`src/rtl/bit_scan_pipe.sv`:
```
// Pipelined, handshaked bit-scan unit: counts matching bits (zeros or ones) from either
// end of the operand. The binary-halving search levels are spread over PIPE_STAGES
// elastic register stages; a tag travels alongside each transaction.
module bit_scan_pipe #(
  parameter int DATA_WIDTH  = 32,
  parameter int TAG_WIDTH   = 6,
  parameter int PIPE_STAGES = 2
) (
  input  logic                        clk,
  input  logic                        rst,
  input  logic                        flush,
  input  logic                        in_valid,
  output logic                        in_ready,
  input  logic [DATA_WIDTH-1:0]       in_data,
  input  logic                        in_count_one,
  input  logic                        in_from_msb,
  input  logic [TAG_WIDTH-1:0]        in_tag,
  output logic                        out_valid,
  input  logic                        out_ready,
  output logic [$clog2(DATA_WIDTH):0] out_cnt,
  output logic                        out_all,
  output logic [TAG_WIDTH-1:0]        out_tag
);

  localparam int LG     = $clog2(DATA_WIDTH);
  localparam int LEVELS = LG + 1;
  localparam int P      = 1 << LG;
  localparam int CW     = LG + 1;
  localparam int S      = PIPE_STAGES;

  // Stage that evaluates search level k.
  function automatic int stage_of(input int k);
    return (k * PIPE_STAGES) / LEVELS;
  endfunction

  // Highest level evaluated in stage s; its result is what the stage register captures.
  function automatic int last_lvl(input int s);
    int r;
    r = 0;
    for (int k = 0; k < LEVELS; k++) begin
      if (stage_of(k) == s) r = k;
    end
    return r;
  endfunction

  // Stage registers
  logic [S-1:0]                valid_q;
  logic [S-1:0][TAG_WIDTH-1:0] tag_q;
  logic [S-1:0][P-1:0]         win_q;
  logic [S-1:0][LG-1:0]        cnt_q;
  logic [S-1:0]                all_q;

  // Stage register inputs
  logic [S-1:0]                si_valid;
  logic [S-1:0][TAG_WIDTH-1:0] si_tag;
  logic [S-1:0][P-1:0]         si_win;
  logic [S-1:0][LG-1:0]        si_cnt;
  logic [S-1:0]                si_all;

  // Per-level combinational results
  logic [LEVELS-1:0][P-1:0]  lo_win;
  logic [LEVELS-1:0][LG-1:0] lo_cnt;
  logic [LEVELS-1:0]         lo_all;

  logic [DATA_WIDTH-1:0] x_inv;
  logic [DATA_WIDTH-1:0] x_ord;
  logic [P-1:0]          norm;

  // Normalise to "count zeros from bit 0"; pad ones bound the count at DATA_WIDTH.
  always_comb begin
    x_inv = in_count_one ? ~in_data : in_data;
    x_ord = '0;
    for (int i = 0; i < DATA_WIDTH; i++) begin
      x_ord[i] = in_from_msb ? x_inv[DATA_WIDTH-1-i] : x_inv[i];
    end
    norm = '1;
    norm[DATA_WIDTH-1:0] = x_ord;
  end

  assign lo_win[0] = norm;
  assign lo_cnt[0] = '0;
  assign lo_all[0] = ~|x_ord;

  for (genvar k = 1; k < LEVELS; k++) begin : g_lvl
    localparam int H  = P >> k;
    localparam int SK = stage_of(k);
    localparam int SP = stage_of(k - 1);

    logic [P-1:0]  w;
    logic [LG-1:0] c;
    logic [LG-1:0] cn;
    logic          a;
    logic          lz;

    // Take the previous level directly, or from the register when a stage boundary lies between.
    if (SK != SP) begin : g_reg
      assign w = win_q[SP];
      assign c = cnt_q[SP];
      assign a = all_q[SP];
    end else begin : g_comb
      assign w = lo_win[k-1];
      assign c = lo_cnt[k-1];
      assign a = lo_all[k-1];
    end

    assign lz = ~|w[H-1:0];

    // Each halving step contributes one count bit, widest first.
    always_comb begin
      cn         = c;
      cn[LG-k]   = lz;
    end

    assign lo_win[k] = lz ? (w >> H) : w;
    assign lo_cnt[k] = cn;
    assign lo_all[k] = a;
  end

  for (genvar s = 0; s < S; s++) begin : g_stage_in
    localparam int L = last_lvl(s);
    if (s == 0) begin : g_first
      assign si_valid[s] = in_valid;
      assign si_tag[s]   = in_tag;
    end else begin : g_next
      assign si_valid[s] = valid_q[s-1];
      assign si_tag[s]   = tag_q[s-1];
    end
    assign si_win[s] = lo_win[L];
    assign si_cnt[s] = lo_cnt[L];
    assign si_all[s] = lo_all[L];
  end

  logic [S-1:0] full_from;
  logic [S-1:0] rdy;

  // A stage can load unless it and every stage after it are occupied and the output is stalled.
  always_comb begin
    full_from = '0;
    for (int s = 0; s < S; s++) begin
      full_from[s] = 1'b1;
      for (int j = 0; j < S; j++) begin
        if (j >= s) full_from[s] = full_from[s] & valid_q[j];
      end
    end
  end

  assign rdy      = ~full_from | {S{out_ready}};
  assign in_ready = rdy[0];

  // Elastic stage registers; flush wins over every load.
  always_ff @(posedge clk or posedge rst) begin
    if (rst) begin
      valid_q <= '0;
      tag_q   <= '0;
      win_q   <= '0;
      cnt_q   <= '0;
      all_q   <= '0;
    end else begin
      for (int s = 0; s < S; s++) begin
        if (flush) begin
          valid_q[s] <= 1'b0;
        end else if (rdy[s]) begin
          valid_q[s] <= si_valid[s];
        end
        if (rdy[s] && si_valid[s] && !flush) begin
          tag_q[s] <= si_tag[s];
          win_q[s] <= si_win[s];
          cnt_q[s] <= si_cnt[s];
          all_q[s] <= si_all[s];
        end
      end
    end
  end

  // When every bit matched the halving bits are meaningless; report DATA_WIDTH instead.
  assign out_valid = valid_q[S-1];
  assign out_tag   = tag_q[S-1];
  assign out_all   = all_q[S-1];
  assign out_cnt   = all_q[S-1] ? CW'(DATA_WIDTH) : {1'b0, cnt_q[S-1]};

  // The final window is not needed once the last level has been evaluated.
  logic unused_win;
  assign unused_win = ^win_q[S-1];

endmodule

```
`config.mk`:
```
export PLATFORM = sky130hd
export DESIGN_NAME = bit_scan_pipe
export DESIGN_NICKNAME = d
export VERILOG_FILES = /design/src/rtl/bit_scan_pipe.sv
export SDC_FILE = /design/constraint.sdc
export NUM_CORES = 1
export LEC_CHECK = 0
export ABC_AREA = 1
export BUFFER_PORTS_ARGS = -buffer_cell sky130_fd_sc_hd__buf_2
export CAP_MARGIN = 20
export CORE_MARGIN = 3
export CORE_UTILIZATION = 55
export DETAILED_ROUTE_END_ITERATION = 12
export GPL_ROUTABILITY_DRIVEN = 0
export GPL_TIMING_DRIVEN = 0
export PLACE_DENSITY = 0.81
export SYNTH_ARGS = -nofsm -noshare
export SYNTH_HDL_FRONTEND = slang
export SYNTH_SLANG_ARGS = --single-unit
export TNS_END_PERCENT = 50
```
`constraint.sdc`:
```
create_clock -name clk -period 5.17 [get_ports clk]
set_input_delay 0 -clock clk [delete_from_list [all_inputs] [get_ports clk]]
set_output_delay 0 -clock clk [all_outputs]
set_load 0.02 [all_outputs]
```
== After elaboration in Yosys (flattened, before gate mapping) ==
Cells that the tools add are included.
Storage, ports and cells
  word-level logic and storage cells: 73
  register bits: 30
Operators by class
  reduce and logical (&&, ||, !) cells: 18
  muxes and demuxes: 42
  bitwise operators: 4
Operators with widths (count)
  2-to-1 mux 1 bit: 37
  2-to-1 mux 32 bit: 1
  inverter 32 bit: 1
  OR reduction 32 bit: 1
  OR reduction 16 bit: 1
  2-to-1 mux 15 bit: 1
  OR reduction 8 bit: 1
  zero test 1 bit: 7
  2-to-1 mux 7 bit: 1
  2-to-1 mux 6 bit: 1
  logical AND 1 bit: 4
  nonzero test 2 bit: 2
  OR reduction 4 bit: 1
  2-to-1 mux 3 bit: 1
  inverter 2 bit: 1
  OR 2 bit: 1
  OR reduction 2 bit: 1
  bitwise AND 1 bit: 1

== Logic depth before layout (Yosys ltp) ==
Gate-level depths: netlist (run 1).
  word-level depth: 7
  gate-level depth with buffers: 17
  mapped depth without buffers: 14

== Worst setup path before layout (run 1) ==
OpenSTA, ideal clock, no wires.
  path type: register -> register
  start point: reg valid_q[1]
  end point: reg win_q (netlist bit g_lvl[3].w[0])
  setup time: 0.122 ns
  path slack: 3.308 ns
  data required time: 5.048 ns
  cell stages (with the launch flop): 10
  arrival: 1.740 ns
  path buffers: 1
  period minus slack after synthesis: 1.862 ns
  cell sequence: dfrtp_1 > inv_1 > nor2_1 > inv_1 > nor2_1 > nor3_1 > inv_1 > clkbuf_1 > a21oi_1 > a21oi_1
On the way
  longest elaborated chain between the ends: 5
Ends and longest elaborated chain
  start, declared: line 47  | logic [S-1:0] valid_q;
  start signal, assigned by index: line 163  | valid_q[s] <= si_valid[s];
  bitwise AND 1 bit: line 142  | if (j >= s) full_from[s] = full_from[s] & valid_q[j];
  inverter 2 bit: line 147  | assign rdy = ~full_from | {S{out_ready}};
  OR 2 bit: line 147
  logical AND 1 bit (2 in series): line 165  | if (rdy[s] && si_valid[s] && !flush) begin
  end signal, assigned by index: line 167  | win_q[s] <= si_win[s];
  end, declared: line 49  | logic [S-1:0][P-1:0] win_q;
No other way between the ends.
A chain may end at the register's enable or synchronous reset.

== Final worst setup path (run 1) ==
Ends and elaborated chain as after synthesis.

==> results of run 1 <==
==> how the worst min path moves through the flow <==
| stage | to | start | slack (ps) |
|---|---|---|---|
| final | valid_q[1] | out_ready | -0.3 |
| after floorplan | valid_q[0] | flush | 60 |
| after global routing | valid_q[1] | out_ready | 30 |
| after CTS | valid_q[1] | out_ready | 1 |
| after global placement | valid_q[0] | flush | 200 |
| after detailed placement | valid_q[1] | rst | -20 |
==> synthesized netlist by cell type, drive strengths merged <==
library cell / count
nand2: 163
inv: 55
nand3: 47
nor2: 47
dfrtp: 30
a21oi: 16
a31oi: 16
buf: 13
o21ai: 10
o21bai: 7
clkbuf: 5
nand4: 4
or2: 4
nor3: 3
a21o: 1
a311oi: 1
and2: 1
==> layout make-up <==
class                   instances  share of cell area, %
multi-input cells             320                  46.74
flip-flops and latches         30                  23.72
repair buffers                 68                  12.89
inverters                      55                  6.762
plain buffers                  18                  4.389
clock buffers                   5                  2.175
well taps                      52                  2.056
clock inverters                 3                  1.265
==> metal layers <==
layer,part of all wire (%),vias to the layer above,GRT usage (%)
li1,-,1487,-
met1,45,1336,35.15
met2,48,94,43.22
met3,6.6,4,6.216
met4,0.51,0,4.743
met5,0,-,0
==> cell families after synthesis <==
logic type | after synthesis
buf+inv | 73
flops | 30
simple gates | 269
compound gates | 51
==> state kept, by name (all words and copies together), names as in the netlist <==
register,cells
g_lvl.c,2
cnt_q,5
out_tag,6
valid_q,2
all_q,2
g_lvl.w,7
si_tag,6
==> critical path: cells and delay by family (launching register included) <==
family,cells,cell delay (ps)
and+or+nand+nor,3,790
buffers and inverters,4,760
DFF,1,370
AOI/OAI and AO/OA,2,270
==> stage by stage <==
| stage | setup WS, ps | cell area [um2] | std cells | hold slack (ps) |
|---|---|---|---|---|
| floorplan | 3308 | 2582 | 423 | 63.14 |
| global placement | 2974 | 2938 | 533 | 198.3 |
| detailed placement | 2925 | 2965 | 534 | -24.74 |
| CTS | 2894 | 3164 | 551 | 1.182 |
| global route | 2701 | 3164 | 551 | 25.95 |
| finish | 2860 | 3164 | 551 | -0.3428 |
==> where the power goes <==
| part | internal, mW | switching [mW] |
|---|---|---|
| Sequential | 0.265 | 0.0164 |
| Combinational | 0.0877 | 0.145 |
| Clock | 0.142 | 0.0887 |
| Total | 0.494 | 0.250 |
==> what timing repair did <==
action	CTS	global route
hold buffers	9	0
setup endpoints to repair	0	0
hold endpoints to repair	38	0
==> impl_metrics.tcl, run 1 <==
set metrics [dict create \
    drt-initial-drc-count 175 \
    n_antenna_cell 0 \
    clock.fmax_ghz 0.4329 \
    utilization_pct 71.20 \
    area_growth_syn_to_layout_pct 22.53 \
    cap_violations 0 \
    wl_per_cell_um 12.50 \
    peakVddDrop_uv 203.2 \
    multi_input_area_mm2 0.001479 \
    synth-adder-area-share_pct 0 \
    grt_usage_pct 26.11 \
    final_max_slew_viol_count 0 \
    final_cell_mix "nand2_1 (151), buf_2 (63), inv_1 (53), nand3_1 (47), nor2_1 (42)" \
    setup_tns_ps 0 \
    finalSetupViolations 0 \
    synth_mux_area_share_pct 0 \
    grt_pass1_wl_um 11270 \
    cp_slowest_cell "nor3_1" \
    synth.cell_area_mm2 0.002582 \
    cp_max_fo 10 \
    synth.area.top_cells "dfrtp_1 (29%), nand2_1 (22%), nand3_1 (9.1%), inv_1 (7.7%), nor2_1 (6.1%)" \
    min_period_over_period_pct 44.68 \
    reg2reg_from "valid_q[1]" \
    yosys.area_share.xor_xnor_pct 0 \
    port-buffer-count 58 \
    first_pass_iters 5 \
    drive_above_1_share_pct 19.84 \
    crit_start "valid_q[1]" \
    yosysSeqAreaShare_pct 29.07 \
    synth-compound-area-share_pct 11.58 \
    grt_overflow 0 \
    grt_antenna_before_repair 0 \
    fin_crit_ps 2310 \
    synth_top_area_share_pct 29.07 \
    path_cells "inv_1 -> nor2_1 -> inv_1 -> nor2_1 -> nor3_1 -> inv_1 -> clkbuf_1 -> a21oi_1 -> a21oi_1" \
    critical_path_class "reg -> reg" \
    worstPathArrival_ps 2480 \
    critPathLaunchType "flip-flop" \
    r2r_end "g_lvl[3].w[0]" \
    clk_latency_ps 290 \
    via_per_inst 5.301 \
    ctsResizeCount 0 \
    postCtsSetupRepairBufs 0 \
    synth_top_family_by_area "simple AND/OR/NAND/NOR gates" \
    register_area_um2 750.7 \
    die_width_um 74.53 \
    cts-root-buf "clkbuf_8" \
    cts.clk_slew.worst_paths_ps 60 \
    slowest_delay_ps 690 \
    avgSynthCellArea_um2 6.105 \
    grt_pass1_vias 2613 \
    ys_ff_latch 30 \
    cts_buffer_depth 2 \
    initial_utilization_pct 58.11 \
    dp_hpwl_um 5264 \
    status "finished, violations left" \
    worstMarginPinSlew_ps 902.3 \
    syn_nets 468 \
    cts-buffers-inserted 5 \
    synthCells 423 \
    routed_wl_um 6889 \
    yosysWarningCount 0 \
    p_leak_nw 1.856 \
    failed_checks "hold timing" \
    endpoint "g_lvl[3].w[0]" \
    tritoncts "built" \
    relSlewSlack_pct 39.38 \
    core_area_mm2 0.004444 \
    ioPinCount 60 \
    die_y_um 74.53 \
    p_per_area_mw_per_mm2 235.1 \
    r2r_slack_ps 2860 \
    ys_types 27 \
    drc 0 \
    dieArea_mm2 0.005554 \
    clock_skew_ps 2.862 \
    rsz0062_at_grt "no" \
    hold_class "in -> reg" \
    cp_common_cell "inv_1" \
    reg2reg_depth 9 \
    ant_nets 0 \
    synth-simple-area-share_pct 45.69 \
    num_vias 2921 \
    ctsHtreeMaxLevel 2 \
    final_common_cell "nand2_1" \
    synth_area_leader_cell "dfrtp_1" \
    crit_required_ps 5340 \
    grt_max_degree 25 \
    nNetsFinal 543 \
    p_total_mw 0.7439 \
    finalHoldViolCount 1 \
    worst_setup_path_end_kind "flip-flop" \
    fillers 410 \
    holdPathStages 4 \
    rows 24 \
    cts.sinks 30 \
    whs_ps -0.3428 \
]
No activity file was read; power rests on OpenSTA's default activity.
==> run 2: changes to the inputs <==
Settings changed: ABC_AREA 1 to 0, CORE_UTILIZATION 55 to 49, PLACE_DENSITY 0.81 to 0.77.
Clock period 5.17 ns to 2.08 ns, I/O delays scaled along.
==> impl_metrics.tcl, run 2 <==
set metrics [dict create \
    whs_ps 50.74 \
    r2r_slack_ps 200 \
    core_area_mm2 0.004911 \
    cts_buffer_depth 2 \
    p_int_mw 1.219 \
    ys_ff_latch 30 \
    drt-initial-drc-count 226 \
    pwr-share-comb_pct 35.2 \
    port-buffer-count 55 \
    fin_crit_ps 2051 \
    grt_max_degree 17 \
    final_common_cell "buf_2" \
    endpoint "all_q[0]" \
    pre_cts_ws_ps -310.4 \
    worstPathArrival_ps 2230 \
    worst_setup_path_end_kind "flip-flop" \
    die_width_um 78.83 \
    fillers 445 \
    synth_top_area_share_pct 28.89 \
    peakVddDrop_uv 348.1 \
    clkPwrFrac_pct 25.1 \
    via_per_inst 6.175 \
    critical_path_class "in -> reg" \
    cts.sinks 30 \
    synth.cell_area_mm2 0.002599 \
    worstMarginPinSlew_ps 658.6 \
    clock_skew_ps 4.194 \
    seq_power_share_pct 39.7 \
    finalSetupViolations 0 \
    grt_pass1_wl_um 12440 \
    p_switching_mw 0.6319 \
    relSlewSlack_pct 56.05 \
    finalHoldViolCount 0 \
    grt_pass1_vias 2625 \
    sw_frac_of_total_pct 34.15 \
    synth_common_cells "dfrtp_1 (30), mux2_2 (24), nor2_1 (18), nand2_1 (16), a21oi_1 (15)" \
    num_vias 2643 \
    critPathLaunchType "input pin" \
    drc 0 \
    ctsHtreeMaxLevel 2 \
    crit_required_ps 2260 \
    crit_start "in_from_msb" \
    rsz0062_at_grt "yes" \
    grt_antenna_before_repair 0 \
    wl_per_cell_um 17.75 \
    postLayoutCellArea_mm2 0.003184 \
    final_max_slew_viol_count 0 \
    synthCells 288 \
    initial_utilization_pct 52.92 \
    status "complete, no violations" \
    p_leak_nw 1.383 \
    avgSynthCellArea_um2 9.023 \
    place_area_mm2 0.002973 \
    yosysWarningCount 0 \
    cap_violations 0 \
    syn_nets 333 \
    reg2reg_from "valid_q[1]" \
    ys_types 55 \
    ant_nets 0 \
    routed_wl_um 7595 \
    cp_max_fo 10 \
    async_reset_ff_share_pct 100.0 \
    drive_above_1_share_pct 33.24 \
    dieArea_mm2 0.006213 \
    hold_class "in -> reg" \
    cts-buffers-inserted 5 \
    largest_register_ffs 7 \
    rows 25 \
    p_total_mw 1.851 \
    dp_hpwl_um 5656 \
    clk_latency_ps 290 \
    nNetsFinal 407 \
    yosysSeqAreaShare_pct 28.89 \
    synth_ff_type "dfrtp_1" \
    cts-root-buf "clkbuf_8" \
    yosysMostFrequentCell "dfrtp_1" \
    cts.clk_slew.worst_paths_ps 60 \
    r2r_end "out_tag[3]" \
    clock.fmax_ghz 0.4876 \
    synth-edff-count 0 \
    grt_overflow 0 \
    die_y_um 78.83 \
    tritoncts "built" \
    ioPinCount 60 \
    synth.area.top_cells "dfrtp_1 (29%), mux2_2 (10%), mux2i_1 (5.4%), xnor2_1 (4.7%), a21oi_1 (2.9%)" \
    min_period_over_period_pct 98.59 \
    n_antenna_cell 0 \
    reg2reg_depth 4 \
    area_growth_syn_to_layout_pct 22.53 \
    grt_usage_pct 25.40 \
    synth_area_leader_cell "dfrtp_1" \
    worst_slack_ps 29.26 \
    utilization_pct 64.84 \
    final_cell_mix "buf_2 (58), dfrtp_1 (30), mux2_2 (22), nor2_1 (18), nand2_1 (16)" \
    first_pass_iters 5 \
    p_per_area_mw_per_mm2 581.2 \
]
-- run 2: how the worst min path moves through the flow --
| stage | endpoint | cells after the start | slack (ps) | from |
|---|---|---|---|---|
| 6_report | valid_q[1] | 4 | 50 | out_ready |
| 5_1_grt | valid_q[1] | 4 | 60 | out_ready |
| 4_1_cts | valid_q[1] | 4 | 30 | out_ready |
| 3_5_place_dp | valid_q[1] | 2 | 120 | rst |
| 3_3_place_gp | valid_q[0] | 2 | 200 | flush |
| 2_1_floorplan | valid_q[0] | 1 | 60 | flush |
-- run 2: timing repair --
item,CTS,global route
endpoints found under the hold margin,23,0
setup endpoints to repair,2,9
pin swaps,1,3
setup buffers,0,2
hold buffers,9,0
gates resized for setup,1,12
-- run 2: kinds of logic (layout without fill, tap and decap cells) --
group           count (synthesis)  count (layout)  share of synthesized area, %
mux                            41              41                         18.10
flops                          30              30                         28.89
simple gates                   98              98                         21.23
buf+inv                        28             101                         5.151
xor+xnor                       20              20                         6.741
compound gates                 71              71                         19.89
-- run 2: final cells by class --
cell class / count / area (um2) / share of cell area, %
Sequential cell: 30 / 750.7 / 23.58
Buffer: 22 / 120.1 / 3.772
Multi-Input combinational cell: 230 / 1729 / 54.30
Inverter: 6 / 22.52 / 0.7073
Tap cell: 67 / 83.83 / 2.633
Timing Repair Buffer: 67 / 395.4 / 12.42
Clock buffer: 6 / 82.58 / 2.593
-- run 2: worst max-delay path, cell delays in order --
cell,delay (ps)
buf_2,110
buf_6,160
mux2_4,320
or4_4,490
a211oi_4,290
or3b_1,380
buf_2,180
o41ai_2,300
-- run 2: through the flow --
stage / TNS [ps] / cells
final: 0 / 428
after CTS: 0 / 426
after detailed placement: -2405 / 411
after global placement: -2176 / 410
after floorplan: 0 / 288
after global routing: -63.42 / 428
-- run 2: routing by layer --
layer | GRT usage (%) | vias up | share of wire (%)
li1 | - | 1214 | -
met1 | 33.36 | 1275 | 40
met2 | 43.04 | 134 | 49
met3 | 4.989 | 20 | 8.9
met4 | 6.357 | 0 | 2.1
met5 | 0 | - | 0
-- run 2: power by group through the flow --
stage	clock [mW]	sequential, mW	combinational, mW
2_1_floorplan	0	0.777	0.376
3_3_place_gp	0	0.737	0.606
3_5_place_dp	0	0.744	0.625
4_1_cts	0.469	0.734	0.641
5_1_grt	0.499	0.747	0.712
6_report	0.464	0.735	0.651
